`config.mk`:
```
export PLATFORM = sky130hd
export DESIGN_NAME = sccb_cfg_seq
export DESIGN_NICKNAME = d
export VERILOG_FILES = /design/src/rtl/sccb_cfg_seq.sv
export SDC_FILE = /design/constraint.sdc
export NUM_CORES = 1
export LEC_CHECK = 0
export CAP_MARGIN = 20
export CORE_AREA = 5 5 77 79
export DETAILED_ROUTE_END_ITERATION = 8
export DIE_AREA = 0 0 82 84
export DONT_BUFFER_PORTS = 1
export PLACE_DENSITY = 0.77
export SYNTH_ARGS = -nofsm -noshare
export SYNTH_HDL_FRONTEND = slang
export SYNTH_SLANG_ARGS = --single-unit
```
`constraint.sdc`:
```
create_clock -name iCLK -period 2.6 [get_ports iCLK]
set_input_delay 0.52 -clock iCLK [delete_from_list [all_inputs] [get_ports iCLK]]
set_output_delay 0.52 -clock iCLK [all_outputs]
set_load 0.02 [all_outputs]
```
`src/rtl/sccb_cfg_seq.sv`:
```
// Sensor configuration sequencer: walks a register LUT and hands 3-byte SCCB
// writes to an external I2C engine, with NACK retry, delay entries and settle waits.
module sccb_cfg_seq #(
  parameter int START_INDEX  = 2,
  parameter int LAST_INDEX   = 166,
  parameter int POR_CYCLES   = 1024,
  parameter int DELAY_CYCLES = 4096,
  parameter int MAX_RETRY    = 3
) (
  input  logic        iCLK,
  input  logic        rst,
  input  logic        cfg_start,
  output logic [7:0]  LUT_INDEX,
  input  logic [15:0] LUT_DATA,
  input  logic [7:0]  Slave_Addr,
  output logic        wr_req,
  output logic [7:0]  wr_addr,
  output logic [7:0]  wr_reg,
  output logic [7:0]  wr_data,
  input  logic        wr_busy,
  input  logic        wr_done,
  input  logic        wr_nack,
  output logic        cfg_done,
  output logic        cfg_err,
  output logic [7:0]  err_index
);

  // state  | meaning
  // POR    | power-up wait before the first fetch
  // FETCH  | decode LUT_DATA at LUT_INDEX
  // ISSUE  | wait for an idle engine, then pulse wr_req
  // WAIT   | wait for wr_done; ACK advances, NACK retries or fails
  // SETTLE | fixed wait after a delay entry or sensor soft reset
  // NEXT   | advance LUT_INDEX or finish at LAST_INDEX
  // DONE   | all entries written
  // ERROR  | retries exhausted on err_index
  typedef enum logic [2:0] {
    S_POR, S_FETCH, S_ISSUE, S_WAIT, S_SETTLE, S_NEXT, S_DONE, S_ERROR
  } state_t;

  localparam int CNT_MAX = (POR_CYCLES > DELAY_CYCLES) ? POR_CYCLES : DELAY_CYCLES;
  localparam int CW      = (CNT_MAX < 2) ? 1 : $clog2(CNT_MAX + 1);
  localparam int RW      = (MAX_RETRY < 1) ? 1 : $clog2(MAX_RETRY + 1);

  localparam logic [CW-1:0] POR_LAST   = CW'((POR_CYCLES > 0) ? POR_CYCLES - 1 : 0);
  localparam logic [CW-1:0] DLY_LAST   = CW'((DELAY_CYCLES > 0) ? DELAY_CYCLES - 1 : 0);
  localparam logic [RW-1:0] RETRY_MAX  = RW'(MAX_RETRY);
  localparam logic [7:0]    IDX_START  = 8'(START_INDEX);
  localparam logic [7:0]    IDX_LAST   = 8'(LAST_INDEX);

  state_t        state;
  logic [CW-1:0] cnt;
  logic [RW-1:0] retry;

  always_ff @(posedge iCLK or posedge rst) begin
    if (rst) begin
      state     <= S_POR;
      cnt       <= '0;
      retry     <= '0;
      LUT_INDEX <= IDX_START;
      wr_req    <= 1'b0;
      wr_addr   <= 8'h00;
      wr_reg    <= 8'h00;
      wr_data   <= 8'h00;
      cfg_done  <= 1'b0;
      cfg_err   <= 1'b0;
      err_index <= 8'h00;
    end else begin
      wr_req <= 1'b0;
      case (state)
        S_POR: begin
          if (cnt == POR_LAST) begin
            cnt       <= '0;
            LUT_INDEX <= IDX_START;
            state     <= S_FETCH;
          end else begin
            cnt <= cnt + 1'b1;
          end
        end
        S_FETCH: begin
          if (LUT_DATA == 16'hFFFF) begin
            cfg_done <= 1'b1;
            state    <= S_DONE;
          end else if (LUT_DATA == 16'hFFF0) begin
            cnt   <= '0;
            state <= S_SETTLE;
          end else begin
            wr_addr <= Slave_Addr;
            wr_reg  <= LUT_DATA[15:8];
            wr_data <= LUT_DATA[7:0];
            state   <= S_ISSUE;
          end
        end
        S_ISSUE: begin
          if (!wr_busy) begin
            wr_req <= 1'b1;
            state  <= S_WAIT;
          end
        end
        S_WAIT: begin
          // wr_nack only has meaning alongside wr_done
          if (wr_done) begin
            if (!wr_nack) begin
              retry <= '0;
              if (wr_reg == 8'h12 && wr_data[7]) begin
                cnt   <= '0;
                state <= S_SETTLE;
              end else begin
                state <= S_NEXT;
              end
            end else if (retry < RETRY_MAX) begin
              retry <= retry + 1'b1;
              state <= S_ISSUE;
            end else begin
              err_index <= LUT_INDEX;
              cfg_err   <= 1'b1;
              state     <= S_ERROR;
            end
          end
        end
        S_SETTLE: begin
          if (cnt == DLY_LAST) begin
            cnt   <= '0;
            state <= S_NEXT;
          end else begin
            cnt <= cnt + 1'b1;
          end
        end
        S_NEXT: begin
          // stopping at 8'hFF as well keeps the index from wrapping
          if (LUT_INDEX == IDX_LAST || LUT_INDEX == 8'hFF) begin
            cfg_done <= 1'b1;
            state    <= S_DONE;
          end else begin
            LUT_INDEX <= LUT_INDEX + 1'b1;
            state     <= S_FETCH;
          end
        end
        S_DONE, S_ERROR: begin
          if (cfg_start) begin
            cfg_done  <= 1'b0;
            cfg_err   <= 1'b0;
            retry     <= '0;
            LUT_INDEX <= IDX_START;
            state     <= S_FETCH;
          end
        end
        default: state <= S_POR;
      endcase
    end
  end

endmodule

```
==> key figures, run 1 <==
Floorplanning
  • Starting utilization of the core area: 59.8%
  • Boundary Pins: 73
  • Site Rows: 27
  • Die footprint: 6890 um2
  • Floorplan die height: 84 um
  • Core area: 5270 um2
  • Width of the die: 82 um

Clock tree
  • Number of hold buffers added after cts: 0
  • Setup Buffers After CTS: 0
  • TritonCTS buffer count: 9
  • TritonCTS Sinks: 61
  • TritonCTS clock tree: yes
  • CTS clk-pin slew, worst paths: approximately 70 ps
  • Clock latency on the worst-skew pair: 340 ps
  • Number of buffers between clock root and the deepest sink: 2
  • H-tree levels: 3
  • Cell at the root of the clock tree: sky130_fd_sc_hd__clkbuf_8
  • Post-CTS resize count: 0

GRT
  • Grt peak-use layer: met2
  • Global routing met3 resource utilization: 4.00%
  • Maximum number of pins on one net before global-route repair: 35
  • Met1 capacity usage during global routing: between 20 and 30%
  • Met2 Track Usage GR: 30.8%
  • GR Util All Layers: 20.3%
  • First-pass GRT wire length: about 11000 um
  • Global route overflow: 0
  • Number of antenna violations at the first check in global routing: 0
  • Via count of the first global-routing pass: 2283

Synth
  • Count of mapped cells out of synthesis: 281
  • Synth area leader: sky130_fd_sc_hd__dfrtp_1
  • Sequential area share after synthesis: between 40% and 50%
  • Post-synth EDFFs: 0
  • Nets in the synthesized netlist: approximately 320
  • Post-synth top area share: a little under half
  • Post-synthesis cell area: 3150 um2
  • Most used DFF post-synth: sky130_fd_sc_hd__dfrtp_1
  • Synth unique cells: 60
  • Number of synthesized register bits: 61
  • Syn_area_per_cell: around 11 um2
  • Synth warnings: 0
  • Largest cells by area after synthesis: sky130_fd_sc_hd__dfrtp_1, sky130_fd_sc_hd__mux2_1, sky130_fd_sc_hd__mux2_2, sky130_fd_sc_hd__a22o_1, sky130_fd_sc_hd__nand2_1
  • Fraction of synthesis flops using an asynchronous set or reset pin: 100%

Drt
  • Vias: 2279
  • Initial DRC count: 133
  • Total routed wirelength: approximately 6500 um
  • Length of the first detailed-routing pass in iterations: 4
  • DRC errors left: 0
  • Post-DRT Antenna Nets: 0
  • Average routed wire per standard cell: 17.8 um
  • Post-detailed-route via-to-cell ratio: 6.26

STA
  • Period Utilization, post-route: between 80% and 90%
  • Hold Violations, Final: 0
  • RSZ-0062 raised after global routing: false
  • F_max: 0.452 GHz
  • Crit path setup slack, layout: 387 ps
  • Slew @ Worst Pin: approximately 580 ps
  • Final-report setup violation count: 0
  • Post-route clock skew: 8.79 ps
  • Final-layout setup total negative slack: 0 ps
  • Max_slew headroom: 61.1%
  • Final Max Slew Viols: 0
  • Final critical delay including setup and external delays: 2210 ps

Finish
  • Area delta synth->final: 10.4%
  • Final standard cell area without fillers: around 3500 um2
  • Number of flip-flops in the largest register: 13
  • Count of nets after finishing: about 320
  • Fillcell total: 420
  • Layout cell share with drive strength beyond 1: about 20%
  • Number of non-filler instances in the completed layout: around 360
  • Most flops, register: cnt
  • Diodes inserted: 0
  • Final core utilization: 66.0%

Place
  • Worst slack, placed: 410 ps
  • Buffers on Ports: 0
  • Final GP Congestion: 0.803
  • Post-detail-place hpwl: 4580 um
  • Placed inst area: ~3300 um2
  • Placed cell count: 348

Power and ir drop
  • Leakage Power: 0.00157 uW
  • Power density of the placed cells: 1110 nW/um2
  • Worst vdd ir: 0.721 mV

Critical path
  • Kind of capture point of the worst setup path: register
  • Crit Path Category: register to register
  • Max FO, Critical Path: 8
  • Worst EP required: 2830 ps
  • Arrival time of the worst setup path: 2440 ps
  • Type of origin of the critical path: register

Status
  • Outcome: finished, final reports clean

Worst hold path
  • Worst Hold Class: primary input to asynchronous set/reset pin

Job
  • Max_cap viols: 0
-- cells in the mapped netlist, drive strengths merged, types with 3 or more instances --
library cell and n:
a22o 13, ha 4, o31ai 3, buf 10, nand3 8, a211o 3, nor2 14, inv 5
nor3 8, nor4b 3, or3 3, clkbuf 4, or4 3, and2 3, nor2b 4, and2b 4
nor4 4, and4 3, and3 9, mux2 35, nand2 19, o211a 3, nand4 8, a21oi 8
o21ai 15, dfrtp 60
-- final timing paths --
path	start	end	slack, ps	cells past startpoint
min in group iCLK	Slave_Addr[0]	wr_addr[0]	310	1
max in group asynchronous	rst	LUT_INDEX[1]	1830	2
hold / removal	rst	wr_data[2]	120	1
setup / recovery	LUT_INDEX[1]	LUT_INDEX[4]	390	6
setup reg to reg	LUT_INDEX[1]	LUT_INDEX[4]	390	6
hold reg to reg	retry[1]	retry[1]	530	1
-- layout by cell type, fill, tap and decap left out, types with 4 or more instances in the layout --
master	synthesis	final
sky130_fd_sc_hd__dfrtp_1	60	60
sky130_fd_sc_hd__nor2b_1	4	4
sky130_fd_sc_hd__nor3_1	7	7
sky130_fd_sc_hd__o21ai_0	5	5
sky130_fd_sc_hd__nand2_1	19	19
sky130_fd_sc_hd__and3_1	6	6
sky130_fd_sc_hd__mux2_2	15	15
sky130_fd_sc_hd__a21oi_1	8	8
sky130_fd_sc_hd__buf_4	1	7
sky130_fd_sc_hd__nor2_1	13	13
sky130_fd_sc_hd__nand4_1	8	8
sky130_fd_sc_hd__and2b_1	4	4
sky130_fd_sc_hd__mux2_1	20	20
sky130_fd_sc_hd__o21ai_1	9	9
sky130_fd_sc_hd__nand3_1	7	7
sky130_fd_sc_hd__inv_1	5	4
sky130_fd_sc_hd__ha_1	4	4
sky130_fd_sc_hd__clkbuf_8	0	10
sky130_fd_sc_hd__a22o_1	13	13
-- area by class of cell --
type / count / area, um2 / area share (%)
repair buffers: 9 / 92.6 / 2.66
well taps: 72 / 90.1 / 2.59
flip-flops and latches: 61 / 1530 / 43.9
clock buffers: 11 / 141 / 4.06
inverters: 5 / 18.8 / 0.540
multi-input cells: 201 / 1520 / 43.8
clock inverters: 5 / 83.8 / 2.41
-- routing by layer --
metal / share of wire, % / wire length, um
met1: 44 / 2850
met2: 49 / 3200
met3: 4.8 / 310
met4: 1.7 / 111
met5: 0 / 0
-- power by group --
part / internal (uW) / switching [uW]
Clock: 568 / 387
Sequential: 1260 / 582
Combinational: 511 / 564
Total: 2340 / 1530
-- metrics by stage --
| stage | power (uW) | hold WS, ps |
|---|---|---|
| after global routing | 4100 | 158 |
| after global placement | 2890 | 493 |
| final | 3870 | 119 |
| after detailed placement | 2940 | 500 |
| after floorplan | 2680 | 484 |
| after CTS | 3900 | 131 |
-- cells by family after synthesis --
| group | count (synthesis) | share of synthesized area [%] |
|---|---|---|
| flip-flops | 61 | 48.5 |
| AO/OA/AOI/OAI | 64 | 14.9 |
| AND/OR/NAND/NOR | 97 | 18.4 |
| multiplexers | 36 | 13.2 |
| adder cells (fa/ha/maj) | 4 | 1.59 |
| buffers and inverters | 19 | 3.34 |
-- critical path: stages (launching register included) --
cell,delay (ps)
sky130_fd_sc_hd__dfstp_2,670
sky130_fd_sc_hd__ha_1,200
sky130_fd_sc_hd__nor4b_1,380
sky130_fd_sc_hd__o2111ai_1,240
sky130_fd_sc_hd__nand2_1,240
sky130_fd_sc_hd__nor4_1,80
sky130_fd_sc_hd__a211o_1,290
Note: power is estimated with default switching activity, not from simulation.
==> run 2, diff against run 1 <==
--- a/config.mk
+++ b/config.mk
@@ -6,11 +6,12 @@
 export NUM_CORES = 1
 export LEC_CHECK = 0
 export CAP_MARGIN = 20
-export CORE_AREA = 5 5 77 79
+export CORE_AREA = 2 2 78 80
 export DETAILED_ROUTE_END_ITERATION = 8
-export DIE_AREA = 0 0 82 84
+export DIE_AREA = 0 0 80 82
 export DONT_BUFFER_PORTS = 1
-export PLACE_DENSITY = 0.77
+export GPL_TIMING_DRIVEN = 0
+export PLACE_DENSITY = 0.73
 export SYNTH_ARGS = -nofsm -noshare
 export SYNTH_HDL_FRONTEND = slang
 export SYNTH_SLANG_ARGS = --single-unit
==> constraint.sdc (replaced) <==
create_clock -name iCLK -period 1.8 [get_ports iCLK]
set_input_delay 0.36 -clock iCLK [delete_from_list [all_inputs] [get_ports iCLK]]
set_output_delay 0.36 -clock iCLK [all_outputs]
set_load 0.02 [all_outputs]
==> key figures, run 2 (synthesis gave the netlist of run 1 again) <==
Status
  • Outcome: finished with violations
  • Violations in the final reports: negative setup slack

Critical path
  • Crit Path Category: register to register
  • Kind of capture point of the worst setup path: register
  • Type of origin of the critical path: register
  • List of cells traversed by the critical path: ha_4, and4_4, o2111a_2, or3_4, and3_4, a211o_1
  • Critical-path top delay cell: sky130_fd_sc_hd__dfrtp_2
  • First element of the critical path: LUT_INDEX[0]
  • Worst EP required: about 2000 ps
  • Largest stage delay on the critical path: 510 ps
  • FF-to-FF path depth: 6
  • Max FO, Critical Path: 8
  • Arrival time of the worst setup path: 2270 ps
  • Startpoint of the worst register-to-register path: LUT_INDEX[0]

GRT
  • Number of antenna violations at the first check in global routing: 0
  • GR Util All Layers: about a quarter
  • Maximum number of pins on one net before global-route repair: 32
  • First-pass GRT wire length: 12000 um
  • Global route overflow: 0
  • Via count of the first global-routing pass: roughly 2500

Floorplanning
  • Starting utilization of the core area: 54.8%
  • Floorplan die height: 82 um
  • Boundary Pins: between 70 and 80
  • Die footprint: 6560 um2
  • Site Rows: 28
  • Width of the die: 80 um
  • Core area: ~5700 um2

Drt
  • DRC errors left: 0
  • Vias: 2474
  • Average routed wire per standard cell: 18.3 um
  • Length of the first detailed-routing pass in iterations: 4
  • Met2 wire length: 3760 um
  • Top Layer Used: met4
  • Post-detailed-route via-to-cell ratio: 5.99
  • Total routed wirelength: 7540 um
  • Post-DRT Antenna Nets: 0
  • Met3 WL post-DR: 381 um
  • Wire length on met1: 3240 um
  • Initial DRC count: 189

Finish
  • Most flops, register: cnt
  • Most frequent standard cell in the layout excluding fill and tap cells: sky130_fd_sc_hd__dfrtp_1
  • Layout cell share with drive strength beyond 1: between 30% and 40%
  • Diodes inserted: 0
  • Count of nets after finishing: 367
  • Leading cell types in the layout, fill and taps excluded: sky130_fd_sc_hd__dfrtp_1, sky130_fd_sc_hd__buf_4, sky130_fd_sc_hd__mux2_1
  • Area occupied by registers: 1530 um2
  • Number of flip-flops in the largest register: 13
  • Area delta synth->final: 27.1%
  • Fillcell total: 404
  • Final core utilization: 69.7%
  • Final standard cell area without fillers: 4010 um2
  • Footprint of the multi-input gates: 1720 um2

Place
  • Post-detail-place hpwl: 4650 um
  • Final GP Congestion: 0.828
  • Worst slack, placed: -274 ps
  • Buffers on Ports: 0
  • Placed inst area: 3320 um2

STA
  • Final Max Slew Viols: 0
  • Max_slew headroom: about 55%
  • Period Utilization, post-route: 113%
  • WHS: between 100 and 150 ps
  • Slew @ Worst Pin: ~680 ps
  • F_max: 0.494 GHz
  • Hold Violations, Final: 0
  • Final-layout setup total negative slack: -2150 ps
  • Final critical delay including setup and external delays: 2030 ps
  • Post-route clock skew: 10.2 ps
  • Crit path setup slack, layout: -226 ps
  • Final-report setup violation count: 21
  • RSZ-0062 raised after global routing: true

Worst hold path
  • Worst hold path cell count: 1
  • Hold Path Origin: LUT_DATA[4]
  • Worst Hold Class: primary input to register

Clock tree
  • H-tree levels: 3
  • TritonCTS Sinks: 61
  • Cell at the root of the clock tree: sky130_fd_sc_hd__clkbuf_8
  • TritonCTS buffer count: 9
  • Clock latency on the worst-skew pair: 360 ps
  • TritonCTS clock tree: yes
  • CTS clk-pin slew, worst paths: 80 ps
  • Number of buffers between clock root and the deepest sink: 2

Job
  • Max_cap viols: 0

Power and ir drop
  • Power density of the placed cells: between 1500 and 2000 nW/um2
  • Leakage Power: around 0.0018 uW
  • Worst vdd ir: ~1.1 mV
-- run 2: changes by cell type in the layout (fill, tap and decap cells not counted), moves of 4 or more --
| cell | delta |
|---|---|
| sky130_fd_sc_hd__buf_4 | +27 |
| sky130_fd_sc_hd__o21ai_2 | +5 |
| sky130_fd_sc_hd__buf_2 | +4 |
| sky130_fd_sc_hd__buf_6 | +10 |
-- run 2: repair_timing --
action,CTS,global route
endpoints found under the setup margin,49,56
setup buffers,21,14
hold endpoints to repair,30,0
pin swaps,23,11
hold buffers,1,0
gates resized for setup,31,21
gates cloned,2,2
-- run 2: cell type report --
cell class	instances	area share, %
Tap cell	75	2.34
Clock inverter	6	1.59
Timing Repair Buffer	41	8.53
Buffer	14	2.53
Multi-Input combinational cell	201	43.0
Inverter	5	0.562
Sequential cell	61	38.3
Clock buffer	10	3.19
-- run 2: path summary, 6_finish.rpt --
check / endpoint / slack (ps)
max: LUT_INDEX[5] / -230
min: wr_data[4] / 130
max reg2reg: LUT_INDEX[5] / -230
min reg2reg: retry[1] / 540
max in group asynchronous: LUT_INDEX[1] / 580
min in group asynchronous: wr_data[2] / 580
-- run 2: where the power goes --
group	switching (uW)	internal (uW)
Sequential	880	1830
Combinational	1050	1080
Clock	590	636
Total	2520	3540
-- run 2: metrics by stage --
step	instances	total power, uW
after CTS	397	5910
after detailed placement	357	4340
final	413	6060
after global placement	356	4270
after floorplan	281	3950
after global routing	413	6410
-- run 2: critical path, delay by kind of cell, from the launching register on --
family          cells  cell delay (ps)
compound gates      2              490
fa+ha+maj           1              200
flops               1              510
simple gates        3              700
-- run 2: metal layers --
layer  vias up  track usage (%)
li1       1171                -
met1      1214             29.6
met2        72             40.1
met3        17             6.37
met4         0             9.32
met5         -                0
==> run 3, diff against run 2 <==
--- a/config.mk
+++ b/config.mk
@@ -5,7 +5,6 @@
 export SDC_FILE = /design/constraint.sdc
 export NUM_CORES = 1
 export LEC_CHECK = 0
-export CAP_MARGIN = 20
 export CORE_AREA = 2 2 78 80
 export DETAILED_ROUTE_END_ITERATION = 8
 export DIE_AREA = 0 0 80 82
==> key figures, run 3 (synthesis gave the netlist of run 1 again) <==
Status
  • Outcome: finished with violations
  • Violations in the final reports: negative hold slack, negative setup slack

Drt
  • DRC errors left: 0
  • Post-DRT Antenna Nets: 0
  • Initial DRC count: about 110
  • Average routed wire per standard cell: about 18 um
  • Total routed wirelength: just over 7000 um
  • Vias: around 2400
  • Length of the first detailed-routing pass in iterations: 4
  • Post-detailed-route via-to-cell ratio: 6.11

Floorplanning
  • Core area: roughly 5700 um2
  • Floorplan die height: 82 um
  • Boundary Pins: 73
  • Site Rows: 28
  • Width of the die: 80 um
  • Die footprint: 6560 um2
  • Starting utilization of the core area: 54.8%

Clock tree
  • TritonCTS buffer count: 9
  • Cell at the root of the clock tree: sky130_fd_sc_hd__clkbuf_8
  • Clock latency on the worst-skew pair: 350 ps
  • CTS clk-pin slew, worst paths: 80 ps
  • TritonCTS clock tree: yes
  • Number of buffers between clock root and the deepest sink: 2
  • H-tree levels: 3
  • TritonCTS Sinks: 61

Power and ir drop
  • Net switching power figure: 2500 uW
  • Sw Ratio: 41.6%
  • Part of the total power dissipated in combinational logic: 34.8%
  • Leakage Power: 0.00173 uW
  • Worst vdd ir: approximately 1.1 mV
  • Total power draw: about 6000 uW
  • Clk pwr share: 20.0%
  • Power density of the placed cells: 1540 nW/um2
  • Sequential power share: 45.2%
  • Cell-internal power: 3510 uW

Critical path
  • Max FO, Critical Path: 8
  • Critical path capture point: LUT_INDEX[5]
  • FF-to-FF path depth: 6
  • Reg2reg setup slack: -250 ps
  • Kind of capture point of the worst setup path: register
  • Destination of the worst register-to-register timing path: LUT_INDEX[5]
  • First element of the critical path: LUT_INDEX[0]
  • Type of origin of the critical path: register
  • Startpoint of the worst register-to-register path: LUT_INDEX[0]
  • Worst EP required: around 2000 ps
  • Crit Path Category: register to register
  • Arrival time of the worst setup path: 2280 ps

GRT
  • Grt peak-use layer: met2
  • Met2 Track Usage GR: between 30% and 40%
  • Global route overflow: 0
  • Met1 capacity usage during global routing: 29.2%
  • Via count of the first global-routing pass: ~2300
  • Maximum number of pins on one net before global-route repair: 62
  • First-pass GRT wire length: 11400 um
  • GR Util All Layers: 22.7%
  • Number of antenna violations at the first check in global routing: 0
  • Global routing met3 resource utilization: approximately 4.8%

STA
  • Post-route clock skew: roughly 10 ps
  • Final-report setup violation count: 24
  • Max_slew headroom: 57.9%
  • Final-layout setup total negative slack: -3130 ps
  • Final critical delay including setup and external delays: 2050 ps
  • Slew @ Worst Pin: 631 ps
  • F_max: 0.489 GHz
  • Final Max Slew Viols: 0
  • Hold Violations, Final: 27
  • Crit path setup slack, layout: -247 ps
  • RSZ-0062 raised after global routing: true
  • Period Utilization, post-route: 114%
  • WHS: -44.0 ps

Finish
  • Area occupied by registers: 1540 um2
  • Layout cell share with drive strength beyond 1: 35.9%
  • Final core utilization: 67.7%
  • Leading cell types in the layout, fill and taps excluded: sky130_fd_sc_hd__dfrtp_1, sky130_fd_sc_hd__buf_4, sky130_fd_sc_hd__mux2_1
  • Most flops, register: cnt
  • Most frequent standard cell in the layout excluding fill and tap cells: sky130_fd_sc_hd__dfrtp_1
  • Diodes inserted: 0
  • Area delta synth->final: 23.5%
  • Number of flip-flops in the largest register: 13
  • Footprint of the multi-input gates: 1720 um2
  • Count of nets after finishing: 352
  • Fillcell total: 408

Place
  • Post-detail-place hpwl: 4560 um
  • Worst slack, placed: -278 ps
  • Final GP Congestion: 0.828
  • Buffers on Ports: 0

Worst hold path
  • Worst Hold Class: primary input to asynchronous set/reset pin

Job
  • Max_cap viols: 0
==> run 3: final cells by class <==
class,count,share of cell area [%]
multi-input cells,201,44.3
flip-flops and latches,61,39.5
plain buffers,14,2.60
clock buffers,10,3.28
clock inverters,6,1.64
inverters,5,0.579
repair buffers,26,5.76
well taps,75,2.41
==> run 3: how the worst min path moves through the flow <==
stage,cells past startpoint,slack (ps),to,from
5_1_grt,1,0.4,err_index[3],rst
3_3_place_gp,1,490,retry[1],retry[1]
6_report,1,-40,wr_data[2],rst
3_5_place_dp,1,500,wr_addr[0],Slave_Addr[0]
2_1_floorplan,1,470,LUT_INDEX[2],rst
4_1_cts,1,140,wr_data[4],LUT_DATA[4]
==> run 3: critical path, stage by stage, from the launching register on <==
cell,delay (ps)
sky130_fd_sc_hd__dfrtp_2,520
sky130_fd_sc_hd__ha_4,210
sky130_fd_sc_hd__and4_4,200
sky130_fd_sc_hd__o2111a_2,280
sky130_fd_sc_hd__or3_4,330
sky130_fd_sc_hd__and3_4,190
sky130_fd_sc_hd__a211o_1,210
==> run 3: metal layers <==
metal  vias up  share of wire [%]
li1       1140                  -
met1      1205                 44
met3        13                4.9
met4         0                1.7
met2        73                 50
met5         -                  0
==> run 3: repair_timing <==
| item | CTS | global route |
|---|---|---|
| pin swaps | 24 | 18 |
| endpoints found under the setup margin | 49 | 53 |
| endpoints found under the hold margin | 0 | 0 |
| resized for setup | 29 | 25 |
| gates cloned | 2 | 2 |
| hold buffers | 0 | 0 |
| buffers inserted | 12 | 10 |
==> run 3: power groups by stage <==
stage	clock network (uW)	logic [uW]	registers [uW]
final	1200	2090	2710
after global routing	1280	2290	2770
after CTS	1220	1900	2680
after detailed placement	0	1650	2690
after global placement	0	1600	2670
after floorplan	0	1370	2570
==> run 3: through the flow <==
step,std cells,cell area [um2],hold WS (ps)
after floorplan,281,3210,472
after global placement,356,3300,491
after detailed placement,356,3300,500
after CTS,386,3710,138
after global routing,398,3890,0.378
final,398,3890,-44.0
